### config.mk
export PLATFORM = sky130hd
export DESIGN_NAME = freq_counter_slave_flat
export DESIGN_NICKNAME = d
export VERILOG_FILES = /design/src/rtl/freq_counter_slave_if.sv /design/src/rtl/freq_counter_slave.sv /design/src/flat_wrapper.sv
export SDC_FILE = /design/constraint.sdc
export NUM_CORES = 1
export LEC_CHECK = 0
export ABC_AREA = 1
export CAP_MARGIN = 20
export CORE_UTILIZATION = 40
export DETAILED_ROUTE_END_ITERATION = 6
export DONT_BUFFER_PORTS = 1
export PLACE_DENSITY = 0.64
export SYNTH_ARGS = -nofsm -noshare
export SYNTH_HDL_FRONTEND = slang
export SYNTH_SLANG_ARGS = --single-unit
### constraint.sdc
create_clock -name clk_i -period 2.6 [get_ports clk_i]
set_clock_uncertainty 0.2 [all_clocks]
set_input_delay 0.26 -clock clk_i [delete_from_list [all_inputs] [get_ports clk_i]]
set_output_delay 0.26 -clock clk_i [all_outputs]
set_load 0.05 [all_outputs]
### src/rtl/freq_counter_slave_if.sv
// Register-bus bundle between the measurement control unit and the frequency counter.
// Latency: none, the bundle is wiring only.
// Backpressure: none; the slave answers combinationally in the same cycle.
interface freq_counter_slave_if;
  logic [31:0] addr;
  logic [31:0] wr_dat;
  logic [31:0] rd_dat;
  logic        we;
  logic [3:0]  sel;
  logic        cyc;
  logic        stb;
  logic        ack;
  logic        err;

  modport master (
    output addr, wr_dat, we, sel, cyc, stb,
    input  rd_dat, ack, err
  );

  modport slave (
    input  addr, wr_dat, we, sel, cyc, stb,
    output rd_dat, ack, err
  );
endinterface

### src/rtl/freq_counter_slave.sv
// Frequency counter slave: counts rising edges of sig_i over a GATE_CYCLES window.
// Latency: bus read/ack/err combinational; DONE and result visible GATE_CYCLES+1 edges after START.
// Backpressure: none; every strobed cycle is accepted, a held write strobe repeats the write.
module freq_counter_slave #(
  parameter logic [31:0] GATE_CYCLES = 32'd50_000_000,
  parameter logic [31:0] ADDR_CTRL   = 32'h8,
  parameter logic [31:0] ADDR_RESULT = 32'h9
) (
  input  logic           clk_i,
  input  logic           ext_rst_i,
  input  logic           sig_i,
  freq_counter_slave_if.slave bus
);

  typedef enum logic [1:0] {
    ST_IDLE    = 2'd0,
    ST_MEASURE = 2'd1,
    ST_LATCH   = 2'd2
  } state_t;

  state_t      state;
  state_t      state_nxt;
  logic [31:0] gate_cnt;
  logic [31:0] edge_cnt;
  logic [31:0] result;
  logic        done;
  logic        sync_1;
  logic        sync_2;
  logic        sync_prev;
  logic        edge_pulse;

  logic        hit_ctrl;
  logic        hit_result;
  logic        wr_ctrl;
  logic        clr_req;
  logic        start_req;
  logic        busy;
  logic [31:0] ctrl_val;

  // Bus fields that carry no meaning for this slave.
  logic unused_bus;
  assign unused_bus = ^{bus.cyc, bus.sel[3:1], bus.wr_dat[31:8], bus.wr_dat[6:1]};

  // Address decode and control-write strobes; CLR takes priority over START.
  always_comb begin
    hit_ctrl   = (bus.addr == ADDR_CTRL);
    hit_result = (bus.addr == ADDR_RESULT);
    wr_ctrl    = bus.stb & bus.we & hit_ctrl & bus.sel[0];
    clr_req    = wr_ctrl & bus.wr_dat[0];
    start_req  = wr_ctrl & bus.wr_dat[7] & ~bus.wr_dat[0];
  end

  // Two-flop synchronizer plus a history flop for rising-edge detection.
  always_ff @(posedge clk_i or negedge ext_rst_i) begin
    if (!ext_rst_i) begin
      sync_1    <= 1'b0;
      sync_2    <= 1'b0;
      sync_prev <= 1'b0;
    end else begin
      sync_1    <= sig_i;
      sync_2    <= sync_1;
      sync_prev <= sync_2;
    end
  end

  assign edge_pulse = sync_2 & ~sync_prev;

  // FSM state register.
  always_ff @(posedge clk_i or negedge ext_rst_i) begin
    if (!ext_rst_i) begin
      state <= ST_IDLE;
    end else begin
      state <= state_nxt;
    end
  end

  // Next-state logic; bus commands override the gate sequencing.
  always_comb begin
    state_nxt = state;
    case (state)
      ST_IDLE:    state_nxt = ST_IDLE;
      ST_MEASURE: if (gate_cnt == 32'd1) state_nxt = ST_LATCH;
      ST_LATCH:   state_nxt = ST_IDLE;
      default:    state_nxt = ST_IDLE;
    endcase
    if (start_req) state_nxt = ST_MEASURE;
    if (clr_req)   state_nxt = ST_IDLE;
  end

  // Gate counter, saturating edge counter, result capture and sticky DONE.
  always_ff @(posedge clk_i or negedge ext_rst_i) begin
    if (!ext_rst_i) begin
      gate_cnt <= 32'd0;
      edge_cnt <= 32'd0;
      result   <= 32'd0;
      done     <= 1'b0;
    end else if (clr_req) begin
      gate_cnt <= 32'd0;
      edge_cnt <= 32'd0;
      result   <= 32'd0;
      done     <= 1'b0;
    end else if (start_req) begin
      gate_cnt <= GATE_CYCLES;
      edge_cnt <= 32'd0;
      done     <= 1'b0;
    end else begin
      case (state)
        ST_MEASURE: begin
          gate_cnt <= gate_cnt - 32'd1;
          if (edge_pulse && (edge_cnt != 32'hFFFF_FFFF)) begin
            edge_cnt <= edge_cnt + 32'd1;
          end
        end
        ST_LATCH: begin
          result <= edge_cnt;
          done   <= 1'b1;
        end
        default: ;
      endcase
    end
  end

  assign busy     = (state != ST_IDLE);
  assign ctrl_val = {24'd0, 1'b0, done, busy, 5'd0};

  // Combinational response; read data is zero unless selected so slaves can be OR-muxed.
  always_comb begin
    bus.rd_dat = 32'd0;
    bus.ack    = ext_rst_i & bus.stb & (hit_ctrl | hit_result);
    bus.err    = ext_rst_i & bus.stb & bus.we & hit_result;
    if (ext_rst_i && bus.stb && !bus.we) begin
      if (hit_ctrl)        bus.rd_dat = ctrl_val;
      else if (hit_result) bus.rd_dat = result;
    end
  end

endmodule

### src/flat_wrapper.sv
// flat-port wrapper written by rule: the top's interface ports become plain ports
module freq_counter_slave_flat 
#(
  parameter logic [31:0] GATE_CYCLES = 32'd50_000_000,
  parameter logic [31:0] ADDR_CTRL   = 32'h8,
  parameter logic [31:0] ADDR_RESULT = 32'h9
)
  (clk_i, ext_rst_i, sig_i, bus_addr, bus_wr_dat, bus_we, bus_sel, bus_cyc, bus_stb, bus_rd_dat, bus_ack, bus_err);
  freq_counter_slave_if bus_i ();
  input  logic clk_i;
  input  logic ext_rst_i;
  input  logic sig_i;
  input wire logic [$bits(bus_i.addr)-1:0] bus_addr;
  input wire logic [$bits(bus_i.wr_dat)-1:0] bus_wr_dat;
  input wire logic [$bits(bus_i.we)-1:0] bus_we;
  input wire logic [$bits(bus_i.sel)-1:0] bus_sel;
  input wire logic [$bits(bus_i.cyc)-1:0] bus_cyc;
  input wire logic [$bits(bus_i.stb)-1:0] bus_stb;
  output wire logic [$bits(bus_i.rd_dat)-1:0] bus_rd_dat;
  output wire logic [$bits(bus_i.ack)-1:0] bus_ack;
  output wire logic [$bits(bus_i.err)-1:0] bus_err;
  assign bus_i.addr = bus_addr;
  assign bus_i.wr_dat = bus_wr_dat;
  assign bus_i.we = bus_we;
  assign bus_i.sel = bus_sel;
  assign bus_i.cyc = bus_cyc;
  assign bus_i.stb = bus_stb;
  assign bus_rd_dat = bus_i.rd_dat;
  assign bus_ack = bus_i.ack;
  assign bus_err = bus_i.err;
  freq_counter_slave #(.GATE_CYCLES(GATE_CYCLES), .ADDR_CTRL(ADDR_CTRL), .ADDR_RESULT(ADDR_RESULT)) u_core (.clk_i(clk_i), .ext_rst_i(ext_rst_i), .sig_i(sig_i), .bus(bus_i));
endmodule
==> impl_metrics.json, run 1 <==
{
  "grt_antenna_before_repair": 0,
  "rsz0062_at_grt": "false",
  "num_rows": 44,
  "dpl.hpwl_microns": 10410,
  "origin_of_the_critical_flop_to_flop_path": "u_core.edge_cnt[0]",
  "syn_inst": 870,
  "nFillCells": 1474,
  "final-max-slew-violation-count": 0,
  "dr_total_vias": 5503,
  "netlist_area_sq_um": 6055,
  "layout-area-overhead-vs-synth_pct": 12.56,
  "synth-edff-count": 0,
  "synth_fp_nets": 947,
  "clk_path_buf_depth": 2,
  "cts_root_buf": "sky130_fd_sc_hd__clkbuf_16",
  "layout_common_cells": "sky130_fd_sc_hd__nand2_1, sky130_fd_sc_hd__nor2_1, sky130_fd_sc_hd__dfrtp_1, sky130_fd_sc_hd__inv_1",
  "die-area_sq_um": 15630,
  "failed_checks": "DRC, hold timing",
  "number_of_nets_at_the_end_of_the_flow": 982,
  "worst-endpoint-arrival_ps": 2310,
  "worst_hold_path_type": "in -> async",
  "total_design_power_mw": 2.860,
  "antenna_violating_nets_left": 0,
  "cp_data_required_time_ps": 2640,
  "crit_type": "reg -> reg",
  "power.share.switching_pct": 21.32,
  "vias_in_the_first_global_route": 5244,
  "worst_slew_margin_rel_pct": 32.53,
  "final.setup.tns_ps": 0,
  "final-setup-viol-count": 0,
  "grt_usage_pct": 19.86,
  "power.static_leakage_nw": 3.223,
  "route.met3.wl_microns": 637,
  "chipHeight_microns": 125.0,
  "syn_area_per_cell_sq_um": 6.959,
  "clk-insertion-delay-late_ps": 350,
  "yosys_warnings": 0,
  "final.hold.worst_slack_ps": -605.6,
  "seq_area_frac_synth_pct": 42.16,
  "synthDominantCellAreaShare_pct": 42.16,
  "hold_buffers": 2,
  "timing.final.hold_violations": 102,
  "port_buffers": 0,
  "p_clk_share_pct": 43.6,
  "synthArstFlopShare_pct": 100.0,
  "detail_route.first_pass.iterations": 7,
  "htreeDepth": 3,
  "routedLengthMet1_microns": 7386,
  "outcome": "finished with violations",
  "power.density_cell_area_nw_per_um2": 419.6,
  "power.sequential.fraction_pct": 55.6,
  "power.combinational.fraction_pct": 0.8,
  "floorplan.initialDensity_pct": 41.34,
  "die_width_microns": 125.0,
  "grt_overflow_total": 0,
  "worstPathMaxFanout": 32,
  "gp_congestion": 0.8472,
  "viasPerCell": 5.030,
  "grt_start_max_net_pins": 104,
  "layout_min_cycle_time_ps": 2268,
  "yosysUniqueCellTypes": 41,
  "timing.reg2reg.setup_slack_ps": 330,
  "synth.area.top_cells": "sky130_fd_sc_hd__dfrtp_1, sky130_fd_sc_hd__nand2_1, sky130_fd_sc_hd__nor2_1",
  "most_common_library_cell_in_the_layout_ignoring_fill_and_taps": "sky130_fd_sc_hd__nand2_1",
  "register_bit_count_reported_by_yosys": 102,
  "highest_layer": "met4",
  "route.final.wire_length_microns": 14390,
  "post-cts-setup-buffers": 0,
  "reg2reg_to": "u_core.edge_cnt[17]",
  "clkSinkCount": 102,
  "core_area_sq_um": 14640,
  "power.switching_uw": 609.7,
  "first_iter_violations": 515,
  "post-route-period-util_pct": 87.22,
  "cells_on_worst_reg2reg_path": 12,
  "wl_met2_microns": 6162,
  "drv.max_cap_violation_count": 0,
  "synth_flop_cell": "sky130_fd_sc_hd__dfrtp_1",
  "grt_first_pass_wirelength_microns": 25270,
  "tritoncts": "built",
  "timing.fmax_mhz": 441.0,
  "internal_power_mw": 2.250,
  "setup.worst_path.end_class": "register",
  "yosys.area.top_type": "sky130_fd_sc_hd__dfrtp_1",
  "irDropWorstVdd_v": 0.0003276,
  "post_route_cells_drive_above_1_share_pct": 11.10,
  "clk_pin_slew_worst_paths_ps": 70,
  "worst_slew_pin_slew_ps": 1010,
  "timing.critical_path.from_type": "register",
  "post-route-drc-count": 27,
  "cts_made_buffers": 9,
  "num_io_pins": 108,
  "antenna_cells_inserted": 0,
  "wire_per_inst_microns": 13.15
}
==> critical path: stages, from the launching register on <==
cell	delay (ps)
sky130_fd_sc_hd__dfrtp_1	410
sky130_fd_sc_hd__ha_1	210
sky130_fd_sc_hd__nand3_1	160
sky130_fd_sc_hd__inv_1	120
sky130_fd_sc_hd__nand2_2	90
sky130_fd_sc_hd__nor2_4	180
sky130_fd_sc_hd__nand3_2	100
sky130_fd_sc_hd__nand2_2	220
sky130_fd_sc_hd__inv_4	190
sky130_fd_sc_hd__nand2_1	110
sky130_fd_sc_hd__nand2_1	60
sky130_fd_sc_hd__nand2_1	60
sky130_fd_sc_hd__nor2_1	40
==> layout make-up <==
cell class	count	area, sq um	share of cell area (%)
flip-flops and latches	102	2552	37.45
inverters	94	355.3	5.214
repair buffers	53	415.4	6.095
clock inverters	5	35.03	0.5140
multi-input cells	645	2994	43.93
well taps	184	230.2	3.378
clock buffers	11	232.7	3.415
==> per-layer routing <==
layer	up-vias	GRT usage (%)
met5	-	0
met4	0	7.389
met3	13	2.311
met2	149	30.27
met1	2530	28.97
li1	2811	-
==> power by group through the flow <==
stage | registers [mW] | logic (mW) | clock network [mW]
final | 1.59 | 0.0236 | 1.25
after global routing | 1.59 | 0.0268 | 1.35
after CTS | 1.59 | 0.0238 | 1.29
after detailed placement | 1.62 | 0.0211 | 0
after global placement | 1.62 | 0.0206 | 0
after floorplan | 1.62 | 0.0163 | 0
==> state kept, by name, indices dropped and copies added (netlist names) <==
| signal | count |
|---|---|
| u_core.result | 32 |
| u_core.gate_cnt | 32 |
| u_core.sync_2 | 1 |
| u_core.sync_1 | 1 |
| u_core.done | 1 |
| u_core.edge_cnt | 32 |
| u_core.state | 2 |
| u_core.sync_prev | 1 |
==> worst max-delay path by stage <==
stage	endpoint	slack, ps	startpoint
2_1_floorplan	bus_err	200	bus_addr[15]
3_3_place_gp	u_core.edge_cnt[19]	280	u_core.edge_cnt[0]
6_report	u_core.edge_cnt[17]	330	u_core.edge_cnt[0]
5_1_grt	bus_rd_dat[16]	80	bus_addr[13]
4_1_cts	u_core.edge_cnt[17]	220	u_core.edge_cnt[0]
3_5_place_dp	u_core.edge_cnt[0]	240	u_core.edge_cnt[0]
==> synth_stat cells, drive strengths merged (2+ instances only) <==
cell type	number
a21oi	10
and2	3
and3	2
buf	21
clkbuf	8
dfrtp	102
ha	3
inv	94
nand2	265
nand3	52
nand3b	4
nand4	25
nor2	171
nor3	17
nor3b	3
nor4	5
o211ai	2
o21ai	58
o31ai	2
or2	3
xnor2	2
xor2	14
==> per-stage QoR <==
step / util, % / cells / setup WS [ps] / cell area, sq um
detailed placement: 44.56 / 1076 / 242.4 / 6525
floorplan: - / 870 / 204.3 / 6055
CTS: 46.52 / 1094 / 221.2 / 6813
finish: 46.54 / 1094 / 332.3 / 6815
global placement: 44.56 / 1076 / 276.4 / 6525
global route: 46.54 / 1094 / 78.94 / 6815
==> logic make-up after synthesis <==
group           after synthesis  synth area share (%)
fa+ha+maj                     3                0.6200
compound gates               75                 6.861
simple gates                551                 39.57
xor+xnor                     16                 2.315
flops                       102                 42.16
buf+inv                     123                 8.473
==> timing repair <==
item / 4_1_cts / 5_1_grt
setup endpoints to repair: 0 / 4
endpoints found under the hold margin: 104 / 102
gates resized for setup: 0 / 2
(Power assumes the default switching activity.)
==> run 2: changes to the inputs <==
Settings changed: CTS_CLUSTER_SIZE from default to 8.
==> results of run 2 <==
Final layout, timing and power as in run 1 (identical DEF).
==> variant: new RTL, config.mk and constraints of run 1 <==
Reset style: synchronous (`ext_rst_i`), changed in 3 clocked blocks.
--- a/src/rtl/freq_counter_slave.sv
+++ b/src/rtl/freq_counter_slave.sv
@@ -51,7 +51,7 @@
   end
 
   // Two-flop synchronizer plus a history flop for rising-edge detection.
-  always_ff @(posedge clk_i or negedge ext_rst_i) begin
+  always_ff @(posedge clk_i) begin
     if (!ext_rst_i) begin
       sync_1    <= 1'b0;
       sync_2    <= 1'b0;
@@ -66,7 +66,7 @@
   assign edge_pulse = sync_2 & ~sync_prev;
 
   // FSM state register.
-  always_ff @(posedge clk_i or negedge ext_rst_i) begin
+  always_ff @(posedge clk_i) begin
     if (!ext_rst_i) begin
       state <= ST_IDLE;
     end else begin
@@ -88,7 +88,7 @@
   end
 
   // Gate counter, saturating edge counter, result capture and sticky DONE.
-  always_ff @(posedge clk_i or negedge ext_rst_i) begin
+  always_ff @(posedge clk_i) begin
     if (!ext_rst_i) begin
       gate_cnt <= 32'd0;
       edge_cnt <= 32'd0;
Check against the original RTL: same outputs for any inputs over 10 cycles, from zero or initial values and one cycle with ext_rst_i low; that may be too few to reach the edited logic, so the function may still have changed.
==> variant against run 1 <==
  * The flow finishes with violations (design-rule violations)
  * Synthesized area down 0.27%
  * Setup slack worse by 24 ps
  * Sequential cell count unchanged
  * Via count up 6.1%
  * Wire length up 1.8%
  * Cell area down 0.50%
  * Critical path type unchanged
  * Largest cell class unchanged
  * Highest routed layer unchanged
Power is not compared: it rests on default switching activity, and its combinational part moved more than twofold at a synthesized area within 25%.
==> variant: results (changes against run 1) <==
Crit Path Max Fanout 30 (was 32); total CTS buffers 9 (unchanged); largest net degree at the start of global routing 66 (was 104); failing checks design-rule violations (was design-rule violations, negative hold slack); root buffer cell clkbuf_16 (unchanged); share of post-route cells with drive strength above 1 0.09454 (was 0.1110); Total GRT Usage 0.1950 (was 0.1986); sequential area share after synthesis 0.3382 (was 0.4216); vias in the first global route 5069 (was 5244); Critical Path Slowest Stage Cell dfxtp_1 (was dfrtp_1); Area contributors post-synth dfxtp_1 34%, nand2_1 18%, nor2_1 14% (was dfrtp_1 42%, nand2_1 16%, nor2_1 10%); Reg-to-Reg Start u_core.edge_cnt[1] (was u_core.edge_cnt[0]); worst r2r dst u_core.edge_cnt[31] (was u_core.edge_cnt[17]); Syn Area/Cell 6.056 sq um (was 6.959 sq um); global placement routability congestion 0.8755 (was 0.8472); Vias 5841 (was 5503); commonest cells in the netlist 285 x nand2_1, 224 x nor2_1, 119 x inv_1, 102 x dfxtp_1, 76 x nand3_1 (was 258 x nand2_1, 163 x nor2_1, 102 x dfrtp_1, 91 x inv_1, 50 x nand3_1); drt total wl 14.65 mm (was 14.39 mm); Hold Startpoint bus_wr_dat[7]; async set or reset register ratio after synthesis 0 (was 1.000); Slew headroom 0.6518 (was 0.3253); ANT cells 0 (unchanged); CP Data Arrival Time 2340 ps (was 2310 ps); drt drc 28 (was 27); Clk Latency, worst-skew pair 350 ps (about the same); placed insts 1192 (was 1076); Resize count post-CTS 0 (unchanged); Syn Nets 1074 (was 947); dpl cell area 0.006475 sq mm (was 0.006525 sq mm); Largest regs u_core.edge_cnt: 32 flops, u_core.gate_cnt: 32 flops, u_core.result: 32 flops (unchanged); Worst Hold Class in2reg (was in2async); r2r setup slk 310 ps (was 330 ps); CTS max path bufs 2 (unchanged); Filler Cell Count 1581 (was 1474); Yosys warning total 0 (unchanged); Synth cell types 36 (was 41); H-Tree Depth 3 (unchanged); Slowest Stage Delay on Critical Path 380 ps (was 410 ps); drt first pass iters 7 (unchanged); first-pass GRT wire length 24.54 mm (was 25.27 mm); WL/cell 12.11 microns (was 13.15 microns); Post-DP HPWL 10.69 mm (was 10.41 mm); status finished, violations left (unchanged); Synth Flop Type dfxtp_1 (was dfrtp_1); DRT iter0 DRCs 540 (was 515)
-- variant: cell type report --
| class | count | area, sq um | share of cell area |
|---|---|---|---|
| Sequential cell | 102 | 2042 | 0.3011 |
| Timing Repair Buffer | 47 | 397.9 | 0.05867 |
| Inverter | 123 | 464.2 | 0.06845 |
| Multi-Input combinational cell | 739 | 3371 | 0.4970 |
| Clock inverter | 3 | 20.02 | 0.002952 |
| Clock buffer | 12 | 256.5 | 0.03782 |
| Tap cell | 184 | 230.2 | 0.03395 |
-- variant: cell families (layout without fill, tap and decap cells) --
family	after synthesis	count (layout)	share of synthesized area
XOR/XNOR	31	31	0.04496
adder cells (fa/ha/maj)	3	3	0.006217
buffers and inverters	156	185	0.1048
AO/OA/AOI/OAI	67	67	0.06051
AND/OR/NAND/NOR	638	638	0.4453
flip-flops	102	102	0.3382
-- variant: how the worst max path moves through the flow --
stage	cells after the start	slack [ps]	to
after global routing	12	60	u_core.edge_cnt[31]
after global placement	12	350	u_core.edge_cnt[25]
after detailed placement	12	340	u_core.edge_cnt[25]
final	12	310	u_core.edge_cnt[31]
after CTS	12	320	u_core.edge_cnt[31]
after floorplan	10	320	bus_rd_dat[0]
-- variant: power breakdown --
part | leakage [nW] | total [mW] | internal, mW | switching (mW)
clock | 0.131 | 1.27 | 0.695 | 0.579
sequential | 0.822 | 1.56 | 1.56 | 0.000809
combinational | 1.84 | 0.0791 | 0.0251 | 0.0540
-- variant: worst max-delay path: cells and delay by family (launching register included) --
family | cells | cell delay, ps
fa+ha+maj | 1 | 280
compound gates | 1 | 50
buf+inv | 3 | 310
flops | 1 | 380
simple gates | 7 | 940
-- variant: routing by layer --
| layer | global-route usage | routed length (microns) | part of all wire |
|---|---|---|---|
| met2 | 0.2859 | 5936 | 0.41 |
| met4 | 0.07532 | 238 | 0.016 |
| met5 | 0 | 0 | 0 |
| met3 | 0.02491 | 843 | 0.058 |
| met1 | 0.2877 | 7632 | 0.52 |
-- variant: timing repair --
action,4_1_cts,5_1_grt
hold buffers,3,0
buffers inserted,0,0
endpoints found under the hold margin,6,0
-- variant: per-stage QoR --
stage / util / setup slack, ps / hold slack (ps)
CTS: 0.4631 / 315.0 / 131.9
finish: 0.4631 / 308.8 / 132.0
floorplan: - / 321.7 / 153.5
detailed placement: 0.4422 / 336.6 / 160.6
global placement: 0.4422 / 351.5 / 159.4
global route: 0.4631 / 60.79 / 171.9
